--- src/rtl/vga_fb_pkg.sv ---
// Shared types and helpers for the framebuffer scheduler.
// Latency: n/a (types and a pure function).
// Backpressure: n/a.
package vga_fb_pkg;

    typedef struct packed {
        logic [3:0] r;
        logic [3:0] g;
        logic [3:0] b;
    } rgb444_t;

    localparam int FB_W_DEFAULT = 480;
    localparam int FB_H_DEFAULT = 270;
    localparam int FB_WORDS     = FB_W_DEFAULT * FB_H_DEFAULT;
    localparam int PIPE_LAT     = 3;

    // Raster position -> framebuffer word, dropping the replication bits of each axis.
    function automatic logic [31:0] disp_addr(
        input logic [11:0] h,
        input logic [11:0] v,
        input int          scale_log2,
        input int          fb_w
    );
        logic [31:0] row;
        logic [31:0] col;
        row = 32'(v) >> scale_log2;
        col = 32'(h) >> scale_log2;
        return row * 32'(fb_w) + col;
    endfunction

endpackage

--- src/rtl/vga_sync_delay.sv ---
// Shift register delaying hsync/vsync/video_on to line up with pixel data.
// Latency: DEPTH cycles.
// Backpressure: none, free-running.
module vga_sync_delay
    import vga_fb_pkg::*;
#(
    parameter int WIDTH = 3,
    parameter int DEPTH = PIPE_LAT
) (
    input  logic             clk,
    input  logic             rst,
    input  logic [WIDTH-1:0] din,
    output logic [WIDTH-1:0] dout
);

    logic [WIDTH-1:0] pipe [DEPTH];

    always_ff @(posedge clk) begin
        if (rst) begin
            for (int i = 0; i < DEPTH; i++) pipe[i] <= '0;
        end else begin
            pipe[0] <= din;
            for (int i = 1; i < DEPTH; i++) pipe[i] <= pipe[i-1];
        end
    end

    assign dout = pipe[DEPTH-1];

endmodule

--- src/rtl/vga_fb_scheduler.sv ---
// Arbitrates the framebuffer RAM between display fetch (fixed priority) and a pixel writer.
// Latency: counters to rgb/syncs 3 cycles; accepted write reaches mem_* next cycle.
// Backpressure: wr_ready drops on display claim cycles (and active video when WR_ONLY_BLANK).
module vga_fb_scheduler
    import vga_fb_pkg::*;
#(
    parameter int FB_W          = FB_W_DEFAULT,
    parameter int FB_H          = FB_H_DEFAULT,
    parameter int SCALE_LOG2    = 2,
    parameter int ADDR_W        = 17,
    parameter bit WR_ONLY_BLANK = 1'b0
) (
    input  logic              clk,
    input  logic              rst,
    input  logic [11:0]       h_count,
    input  logic [11:0]       v_count,
    input  logic              video_on,
    input  logic              hsync,
    input  logic              vsync,
    input  logic              wr_valid,
    output logic              wr_ready,
    input  logic [ADDR_W-1:0] wr_addr,
    input  logic [11:0]       wr_data,
    output logic              wr_err,
    output logic              mem_en,
    output logic              mem_we,
    output logic [ADDR_W-1:0] mem_addr,
    output logic [11:0]       mem_wdata,
    input  logic [11:0]       mem_rdata,
    output logic [11:0]       rgb,
    output logic              hsync_o,
    output logic              vsync_o,
    output logic              video_on_o
);

    localparam logic [11:0] PIX_MASK = 12'((1 << SCALE_LOG2) - 1);
    localparam int          N_WORDS  = FB_W * FB_H;

    logic              disp;
    logic              wr_fire;
    logic              wr_in_range;
    logic [ADDR_W-1:0] disp_addr_w;
    logic              rd_q1, rd_q2;
    logic              vo_q1, vo_q2;
    rgb444_t           rgb_q;

    assign disp        = video_on && ((h_count & PIX_MASK) == 12'd0);
    assign disp_addr_w = ADDR_W'(disp_addr(h_count, v_count, SCALE_LOG2, FB_W));

    // Held low in reset so a handshake can never complete while the write would be discarded.
    assign wr_ready    = !rst && !disp && (!WR_ONLY_BLANK || !video_on);
    assign wr_fire     = wr_valid && wr_ready;
    assign wr_in_range = 32'(wr_addr) < 32'(N_WORDS);

    always_ff @(posedge clk) begin
        if (rst) begin
            mem_en    <= 1'b0;
            mem_we    <= 1'b0;
            mem_addr  <= '0;
            mem_wdata <= '0;
            wr_err    <= 1'b0;
            rd_q1     <= 1'b0;
            rd_q2     <= 1'b0;
            vo_q1     <= 1'b0;
            vo_q2     <= 1'b0;
            rgb_q     <= '0;
        end else begin
            mem_en <= 1'b0;
            mem_we <= 1'b0;
            wr_err <= 1'b0;
            if (disp) begin
                mem_en   <= 1'b1;
                mem_addr <= disp_addr_w;
            end else if (wr_fire && wr_in_range) begin
                mem_en    <= 1'b1;
                mem_we    <= 1'b1;
                mem_addr  <= wr_addr;
                mem_wdata <= wr_data;
            end else if (wr_fire) begin
                wr_err <= 1'b1;
            end

            // Read tag and active flag follow the access so rgb lands with the delayed syncs.
            rd_q1 <= disp;
            rd_q2 <= rd_q1;
            vo_q1 <= video_on;
            vo_q2 <= vo_q1;
            if (!vo_q2)
                rgb_q <= '0;
            else if (rd_q2)
                rgb_q <= mem_rdata;
        end
    end

    assign rgb = rgb_q;

    vga_sync_delay #(
        .WIDTH (3),
        .DEPTH (PIPE_LAT)
    ) u_sync_delay (
        .clk  (clk),
        .rst  (rst),
        .din  ({hsync, vsync, video_on}),
        .dout ({hsync_o, vsync_o, video_on_o})
    );

endmodule

--- config.mk ---
export PLATFORM = sky130hd
export DESIGN_NAME = vga_fb_scheduler
export DESIGN_NICKNAME = d
export VERILOG_FILES = /design/src/rtl/vga_fb_pkg.sv /design/src/rtl/vga_sync_delay.sv /design/src/rtl/vga_fb_scheduler.sv
export SDC_FILE = /design/constraint.sdc
export NUM_CORES = 1
export LEC_CHECK = 0
export CAP_MARGIN = 20
export CORE_UTILIZATION = 36
export CTS_BUF_LIST = sky130_fd_sc_hd__clkbuf_16
export CTS_CLUSTER_SIZE = 12
export DETAILED_ROUTE_END_ITERATION = 10
export PLACE_DENSITY = 0.74
export RECOVER_POWER = 50
export SETUP_SLACK_MARGIN = 0.1
export SYNTH_ARGS = -nofsm -noshare
export SYNTH_HDL_FRONTEND = slang
export SYNTH_SLANG_ARGS = --single-unit
--- constraint.sdc ---
create_clock -name clk -period 4.5 [get_ports clk]
set_input_delay 0.9 -clock clk [delete_from_list [all_inputs] [get_ports clk]]
set_output_delay 0.9 -clock clk [all_outputs]
set_load 0.01 [all_outputs]
After elaboration in Yosys (flattened, before gate mapping)
Memory sizes are Yosys's and may differ from the RTL's.
Cells that the tools add are included.
{ "totals": {"register_bits": 48, "latchBits": 0, "ramBits": 9, "romBits": 0, "inputBits": 71, "out_inout_bits": 48, "word_cells": 44, "memories": 1} }
{ "op_classes": {"add_sub_neg": 1, "multipliers": 1, "n_div": 0, "order_cmp": 1, "n_eq_ne": 0, "shifts": 0, "mux": 11, "n_bitwise": 5, "reduce_logical": 12} }
{ "mem_list": {"columns": ["name", "words", "word_bits", "rd", "rd_clocked_by_memory_dff", "wr", "line_no", "text"], "rows": [
  ["u_sync_delay.pipe", 3, 3, 3, 0, 3, "vga_sync_delay.sv:16", "logic [WIDTH-1:0] pipe [DEPTH];"]
]} }
{ "ops": {"columns": ["op", "n"], "rows": [
  ["17-bit 2-to-1 mux", 2],
  ["17-bit by 10-bit adder with 17-bit output", 1],
  ["17-bit less-than comparator (second input constant)", 1],
  ["12-bit logical NOT", 1],
  ["10-bit by 4-bit multiplier with 12-bit output (second input constant)", 1],
  ["3-bit 2-to-1 mux", 3],
  ["1-bit 2-to-1 mux", 6],
  ["1-bit logical AND", 4],
  ["2-bit OR reduction", 2],
  ["1-bit OR", 3],
  ["3-bit OR reduction", 1],
  ["1-bit logical NOT", 2],
  ["1-bit NOT", 2],
  ["2-bit AND reduction", 1],
  ["2-bit nonzero test", 1]
]} }

Logic depth before layout (Yosys ltp)
Gate-level depths: netlist of the first run.
{ "logic_depth": {"depth_word": 8, "depth_mapped": 12, "ltp_nobuf": 12} }

Hierarchy
A second synthesis of the first run with hierarchy kept.
{ "hier_totals": {"hier_cells": 347, "hier_area_um2": 3229.3} }
{ "by_module_without_submodules": {"columns": ["module", "instances", "cells_per_inst", "area_each_um2", "seq_area_each_um2"], "rows": [
  ["vga_fb_scheduler", 1, 326, 2970.3, 960.9],
  ["vga_sync_delay", 1, 21, 259.0, 180.2]
]} }

Worst setup path before layout of the first run
Ideal clock, no wire load.
{ "synth_path": {"path_type": "input -> register", "startpoint": "in v_count[6]", "endpoint": "reg mem_addr[16]", "arrival_ps": 3753, "setup_slack_ps": 632, "path_stages": 12, "cell_sequence": "inv_1 > fa_1 > fa_1 > inv_1 > ha_1 > a21oi_1 > nand2_1 > or2_4 > o311ai_2 > nor3_2 > a211o_1 > and3_1"} }
{ "synth_via": {"elab_chain_cells": 3} }
{ "synth_lines": {"columns": ["element", "line_no", "text"], "rows": [
  ["start: declaration", "vga_fb_scheduler.sv:16", "input logic [11:0] v_count,"],
  ["10-bit by 4-bit multiplier with 12-bit output", "vga_fb_pkg.sv:28", "return row * 32'(fb_w) + col;"],
  ["17-bit by 10-bit adder with 17-bit output", "vga_fb_pkg.sv:28", null],
  ["17-bit 2-to-1 mux", "vga_fb_scheduler.sv:71", "if (disp) begin"],
  ["end signal: assignment", "vga_fb_scheduler.sv:73", "mem_addr <= disp_addr_w;"],
  ["end signal: assignment", "vga_fb_scheduler.sv:77", "mem_addr <= wr_addr;"],
  ["end: declaration", "vga_fb_scheduler.sv:27", "output logic [ADDR_W-1:0] mem_addr,"]
]} }
Every way passes these cells.
A chain may end at the register's enable or synchronous reset.

Final worst setup path of the first run
{ "layout_path": {"startpoint": "in v_count[2]", "endpoint": "reg mem_addr[12]"} }
The elaborated chain is that of the path after synthesis.

==> results of run 1 <==
cells by family after synthesis:
group | Yosys count | synth area share [%]
DFF | 55 | 35.7
muxes | 32 | 10.4
xor gates and xnor gates | 14 | 3.98
AOI/OAI and AO/OA | 52 | 12.8
adders and majority gates | 35 | 18.6
buffers and inverters | 36 | 5.12
and+or+nand+nor | 85 | 13.4
metrics by stage:
step / cell area [um2] / cells / worst slack (ns) / power [W] / hold WS, ns
final: 4500 / 533 / 0.348 / 0.00153 / 0.437
after global routing: 4500 / 533 / 0.0776 / 0.00164 / 0.463
after CTS: 4510 / 533 / 0.336 / 0.00156 / 0.439
after detailed placement: 4360 / 525 / 0.0308 / 0.00118 / 0.422
after global placement: 4360 / 525 / 0.103 / 0.00116 / 0.416
after floorplan: 3080 / 309 / 0.632 / 0.000976 / 0.414
final timing paths:
| path | from | endpoint | slack, ns |
|---|---|---|---|
| hold / removal | u_sync_delay.pipe[0][1] | u_sync_delay.pipe[0][4] | 0.44 |
| setup / recovery | v_count[2] | mem_addr[12] | 0.35 |
| hold reg to reg | u_sync_delay.pipe[0][1] | u_sync_delay.pipe[0][4] | 0.44 |
| setup reg to reg | rd_q2 | rgb[0] | 3.27 |
Yosys cell counts (6+ instances only):
master,number,area (um2)
mux2i_1,32,320
inv_1,25,93.8
nand2_1,6,22.5
ha_1,17,213
a21oi_1,11,55.1
fa_1,18,360
nor2b_1,12,75.1
a21o_1,8,60.1
a211oi_1,11,82.6
dfxtp_1,55,1100
nor2_1,44,165
xnor2_1,11,96.3
power by group:
part | total (W) | internal [W] | switching (W)
combinational | 0.000633 | 0.000320 | 0.000313
clock | 0.000373 | 0.000205 | 0.000168
sequential | 0.000524 | 0.000512 | 0.0000116
cells in the final DEF, fill, tap and decap left out, types with 6 or more instances in the layout:
master | Yosys | routed
clkdlybuf4s50_1 | 0 | 74
a21o_1 | 8 | 8
dfxtp_1 | 55 | 55
nor2b_1 | 12 | 12
a211oi_1 | 11 | 11
nand2_1 | 6 | 6
mux2i_1 | 32 | 32
xnor2_1 | 11 | 11
nor2_1 | 44 | 44
fa_1 | 18 | 18
inv_1 | 25 | 25
dlygate4sd3_1 | 0 | 42
ha_1 | 17 | 17
a21oi_1 | 11 | 11
metal layers:
metal	global-route usage [%]	vias to the layer above	share of wire, %
li1	-	1296	-
met1	20.5	1145	46
met2	27.1	80	46
met3	3.22	6	7.2
met4	4.92	0	1.2
met5	0	-	0
area by class of cell:
type                            instances  area share (%)
Timing Repair Buffer                  122            26.7
Clock buffer                            5            2.78
Clock inverter                          3           0.445
Inverter                               25            2.08
Tap cell                              105            2.92
Multi-Input combinational cell        218            40.6
Sequential cell                        55            24.5
worst register-to-register path, stage by stage, from the launching register on:
cell,delay [ns]
dfxtp_1,0.75
mux2i_1,0.30
nor2_1,0.06
registers in the layout (all words and copies together) (netlist names):
| signal | flops |
|---|---|
| rgb | 12 |
| rd_q2 | 1 |
| u_sync_delay.pipe | 9 |
| mem_wdata | 12 |
| rd_q1 | 1 |
| wr_err | 1 |
| mem_we | 1 |
| mem_addr | 17 |
| mem_en | 1 |
==> flow_summary_export.csv, run 1 <==
group,metric,value,unit
critical_path,start_kind,"input pin",
finish,regArea,0.00110,mm2
status,status,"complete, but fails checks",
critical_path,crit_family,"adder cells",
timing,fin_tns_setup,0,ns
finish,antennaDiodeCount,0,
detailed_routing,routed_wl,7100,um
die,design.core.area,0.00826,mm2
timing,slew_viol_final,42,
global_route,grt_max_degree,42,
detailed_routing,routed_via_density,4.74,
finish,nNetsFinal,533,
logic_synthesis,syn_area,0.00308,mm2
clock_network,hold_buffers,0,
critical_path,critPathBufInv,1,
critical_path,cp_common_cell,"fa_1",
die,initial_core_util,37.3,%
clock_network,cts_tree,"yes",
finish,fill_cells,741,
critical_path,required,4.68,ns
critical_path,worstPathArrival,4.33,ns
logic_synthesis,async_flop_share,0,%
detailed_routing,drt_pass1_iterations,4,
global_route,grt_pass1_wl,11200,um
die,die_area,0.00893,mm2
die,rows,33,
logic_synthesis,synth_edf_count,0,
critical_path,critPathCaptureType,"register",
critical_path,r2r_cells,2,
logic_synthesis,synth_fp_nets,415,
finish,syn2layout_area_growth,46.1,%
timing,slew_headroom,-21.7,%
finish,postLayoutCoreUtil,54.5,%
critical_path,cp_max_fo,3,
worst_hold_path,whs_path_depth,1,
logic_synthesis,synth-seq-cells,55,
die,die_x,94.5,um
logic_synthesis,syn_inst,309,
detailed_routing,wl_per_cell,13.3,um
critical_path,critical-path-max-stage-delay,0.60,ns
timing,setup_violations,0,
clock_network,numCtsBuffers,5,
critical_path,cp_cell_sequence,"clkdlybuf4s50_1 -> fa_1 -> fa_1 -> fa_1 -> ha_1 -> o21ai_0 -> o21bai_1 -> a21o_1 -> nand3_1 -> xnor2_1 -> a2111oi_2",
global_route,antenna_found_initial,0,
logic_synthesis,yosysSeqAreaShare,35.7,%
timing,min_period,4.15,ns
die,chipHeight,94.5,um
finish,drive_above_1_share,5.37,%
timing,rsz0062_at_grt,"false",
power,p_leak,1.91,nW
status,failed_checks,"max-capacitance violations, max-slew violations",
clock_network,clk_pin_slew,0.07,ns
logic_synthesis,synthFlopType,"dfxtp_1",
placed_design,hpwlAfterDp,5700,um
clock_network,cts_num_sinks,55,
logic_synthesis,avgSynthCellArea,9.97,um2
clock_network,cts_setup_buffers,0,
clock_network,cts_max_level,2,
finish,multiInputGateArea,0.00183,mm2
placed_design,port-buffer-count,116,
logic_synthesis,synth_cell_types,45,
detailed_routing,ant_nets,0,
timing,tightest_slew,1.83,ns
power,power.density,340,mW/mm2
clock_network,clock_path_buffers,2,
detailed_routing,drtIter0Drc,41,
placed_design,routabilityCongestion,0.828,
detailed_routing,num_vias,2527,
worst_hold_path,hp-class,"reg2reg",
critical_path,critPathKind,"in2reg",
logic_synthesis,yosysWarnings,0,
clock_network,clk_latency,0.29,ns
critical_path,cp.depth,11,
timing,skew,0.00229,ns
critical_path,cp_slowest_cell,"fa_1",
global_route,grt_pass1_vias,2408,
job,maxCapViolCount,1,
clock_network,cts_resized,0,
timing,finalHoldViolCount,0,
detailed_routing,drc,0,
timing,fmax,0.241,GHz
power,ir_drop,0.157,mV
global_route,overflow,0,
timing,post-route-period-util,92.3,%
global_route,grt.total_usage,16.0,%
die,pin_count,119,
clock_network,root_buffer,"clkbuf_16",
(Power assumes the default switching activity.)
==> inputs of run 2 (changes only) <==
--- a/config.mk
+++ b/config.mk
@@ -12,7 +12,6 @@
 export DETAILED_ROUTE_END_ITERATION = 10
 export PLACE_DENSITY = 0.74
 export RECOVER_POWER = 50
-export SETUP_SLACK_MARGIN = 0.1
 export SYNTH_ARGS = -nofsm -noshare
 export SYNTH_HDL_FRONTEND = slang
 export SYNTH_SLANG_ARGS = --single-unit
==> results of run 2 <==
Same layout as run 1: the final DEF is identical, and so are final timing and power.
==> inputs of run 3 (changes only) <==
--- a/config.mk
+++ b/config.mk
@@ -8,7 +8,7 @@
 export CAP_MARGIN = 20
 export CORE_UTILIZATION = 36
 export CTS_BUF_LIST = sky130_fd_sc_hd__clkbuf_16
-export CTS_CLUSTER_SIZE = 12
+export CTS_CLUSTER_SIZE = 28
 export DETAILED_ROUTE_END_ITERATION = 10
 export PLACE_DENSITY = 0.74
 export RECOVER_POWER = 50
==> results of run 3 <==
Same layout as run 1: the final DEF is identical, and so are final timing and power.
==> variant: new RTL, flow settings as in run 1 <==
Make the reset (`rst`) asynchronous in 2 clocked blocks.
--- a/src/rtl/vga_sync_delay.sv
+++ b/src/rtl/vga_sync_delay.sv
@@ -15,7 +15,7 @@
 
     logic [WIDTH-1:0] pipe [DEPTH];
 
-    always_ff @(posedge clk) begin
+    always_ff @(posedge clk or posedge rst) begin
         if (rst) begin
             for (int i = 0; i < DEPTH; i++) pipe[i] <= '0;
         end else begin
--- a/src/rtl/vga_fb_scheduler.sv
+++ b/src/rtl/vga_fb_scheduler.sv
@@ -52,7 +52,7 @@
     assign wr_fire     = wr_valid && wr_ready;
     assign wr_in_range = 32'(wr_addr) < 32'(N_WORDS);
 
-    always_ff @(posedge clk) begin
+    always_ff @(posedge clk or posedge rst) begin
         if (rst) begin
             mem_en    <= 1'b0;
             mem_we    <= 1'b0;
Check against the original RTL: differs if rst is asserted again (counterexample within 4 cycles, from zero or initial values and one cycle with rst high); with rst held inactive, the same outputs for 10 cycles.
==> variant against run 1 <==
- routed wire length grew 6.9%
- die area grew 7.1%
- largest power group unchanged
- the run ends with DRC, capacitance limit, slew limit left
- first-iteration DRC count grew 130%
- power grew 21%
- combinational power grew 31%
- cell count grew 1.9%
- via count grew 3.0%
- non-clock buffer count shrank 2
- cell area grew 5.3%
- sequential cell count is the same
- maximum frequency shrank 0.29%
- area after synthesis grew 7.2%
- clock power grew 13%
- setup slack lost 0.012 ns
==> variant: results (changes against run 1) <==
* Vias per Instance at 4.79 (+1.1%)
* Clock buffers created by TritonCTS at 5 (unchanged)
* Final count of pins violating max slew at 28 (-33%)
* Number of flip-flops under the largest register name at 17 (unchanged)
* Synthesized-area fraction occupied by ao, oa, aoi and oai cells at 12.2% (-0.60 points)
* CTS H-tree lvls at 2 (unchanged)
* Critical hold path startpoint: rd_q1
* Proportion of register bits with asynchronous set or reset after synthesis at 100% (+100 points)
* Yosys warnings at 0 (unchanged)
* Cts repair resizes at 0 (unchanged)
* Worst setup skew after layout at 0.00561 ns (+0.00332 ns)
* Via count of the first global-routing pass at 2,640 (+9.6%)
* Clk slew on worst S/H paths at 0.07 ns (about the same)
* Multiplexer fraction of the synthesized cell area at 3.63% (-6.8 points)
* Ratio of cells with drive above 1 in the final layout at 6.44% (+1.1 points)
* Mapped Cells at 315 (+1.9%)
* Number of library cell types mapped by synthesis at 53 (+18%)
* Commonest cells post-synth: dfrtp_1, nand2_1, inv_1
* Total nets after synthesis at 421 (+1.4%)
* Pre-CTS setup slack at 0.0132 ns (-0.0176 ns)
* Total Routed Length at 7590 um (+6.9%)
* Maximum VDD drop at 168 uV (+7.1%)
* Peak fanout along the critical path at 3 (unchanged)
* Startpoint of the worst register-to-register path: rd_q2
* Top cells by area in the synthesized netlist: dfrtp_1, fa_1, ha_1
* Clock network latency to the later pin of the worst-skew pair at 0.29 ns (about the same)
* Hold/Removal Path Class: reg2reg
* Post-CTS setup buffer count at 0 (unchanged)
* Flop2flop setup slack at 3.28 ns (about the same)
* Number of instances on the worst hold path at 0 (-1)
* Routed wire per std cell at 14.0 um (+4.9%)
* Reported leakage power at 2.11 nW (+10%)
* Adder-cell share of the synthesized area at 17.3% (-1.3 points)
* RD Place Congestion at 0.827 (-0.12%)
* Ant. Diodes at 0 (unchanged)
* Arrival time worst endpoint at 4.33 ns (about the same)
* Initial detailed-routing violation count at 93 (+130%)
* Status: finished with violations
* Placed wire-length estimate after detailed placement at 6070 um (+6.4%)
* Number of violations of the max-capacitance limit at 1 (unchanged)
* Register with the most flip-flops: mem_addr
* First-pass GRT wire length at 12,700 um (+14%)
* Slew at the pin with the worst max-slew slack at 1.50 ns (-0.325 ns)
* Sequential fraction of the synthesis area at 41.7% (+5.9 points)
* Capture point of the worst reg-to-reg path: rgb[7]
* Fraction of synthesized cell area in xor and xnor cells at 4.70% (+0.72 points)
* GRT Resource Usage Total at 16.6% (+0.54 points)
* Length of the first detailed-routing pass in iterations at 8 (+4)
* Pin count of the biggest net entering global routing at 29 (-31%)
* Hold worst-path end: rd_q2
* Remaining design rule violation count at 38 (+38)
* Number of port buffers at 116 (unchanged)
* Violated checks: DRC, capacitance limit, slew limit
## variant: cell types whose count changed after synthesis, moves of 8 or more
cell	delta
nand2_1	+43
mux2i_1	-20
nor2_1	-21
o22ai_1	+10
dfrtp_1	+55
a211oi_1	-8
dfxtp_1	-55
## variant: final cells by class
class | count | area [sq um]
sequential | 55 | 1380
tap | 108 | 135
fill | 783 | 4070
timing repair buffer | 120 | 1190
inverter | 29 | 111
clock inverter | 3 | 38.8
multi-input combinational | 223 | 1770
clock buffer | 5 | 125
## variant: worst max-delay path by stage
stage | from | to | slack [ns] | depth (start not counted)
detailed placement | v_count[2] | mem_addr[16] | 0.01 | 12
CTS | v_count[2] | mem_addr[16] | 0.31 | 12
finish | v_count[2] | mem_addr[16] | 0.34 | 12
global route | v_count[4] | mem_addr[15] | 0.12 | 13
floorplan | v_count[2] | mem_addr[16] | 0.71 | 11
global placement | v_count[4] | mem_addr[15] | 0.07 | 13
## variant: per-layer routing
layer  vias up  global-route usage (%)  wire length (um)
li1       1296                       -                 -
met1      1214                    20.8              3320
met2        88                    28.8              3670
met3         4                    3.36               530
met4         0                    5.13                65
met5         -                       0                 0
## variant: cells by family (layout without fill, tap and decap cells)
family                     count (synthesis)  after routing
and+or+nand+nor                          105            105
AOI/OAI and AO/OA                         55             55
DFF                                       55             55
buffers and inverters                     37            157
adders and majority gates                 35             35
xor gates and xnor gates                  16             16
muxes                                     12             12
## variant: power breakdown
group,switching (W),internal [W],total [W]
Sequential,0.0000356,0.000559,0.000594
Combinational,0.000411,0.000418,0.000829
Clock,0.000163,0.000259,0.000423
Total,0.000610,0.00124,0.00185
## variant: per-stage QoR
stage	hold WS, ns	util, %	area, sq um	total power, W
finish	0.348	53.8	4740	0.00185
detailed placement	0.335	52.2	4600	0.00145
global placement	0.333	52.0	4580	0.00142
global route	0.358	53.8	4740	0.00197
CTS	0.351	54.0	4760	0.00188
floorplan	0.331	-	3300	0.00115
## variant: critical path: stages
cell             delay (ns)
clkdlybuf4s50_1        0.49
fa_1                   0.61
fa_1                   0.46
fa_1                   0.45
ha_1                   0.32
o21ai_1                0.09
o21bai_1               0.13
a21oi_1                0.10
nand3b_1               0.20
nor4_2                 0.34
xnor2_1                0.16
a21oi_1                0.08
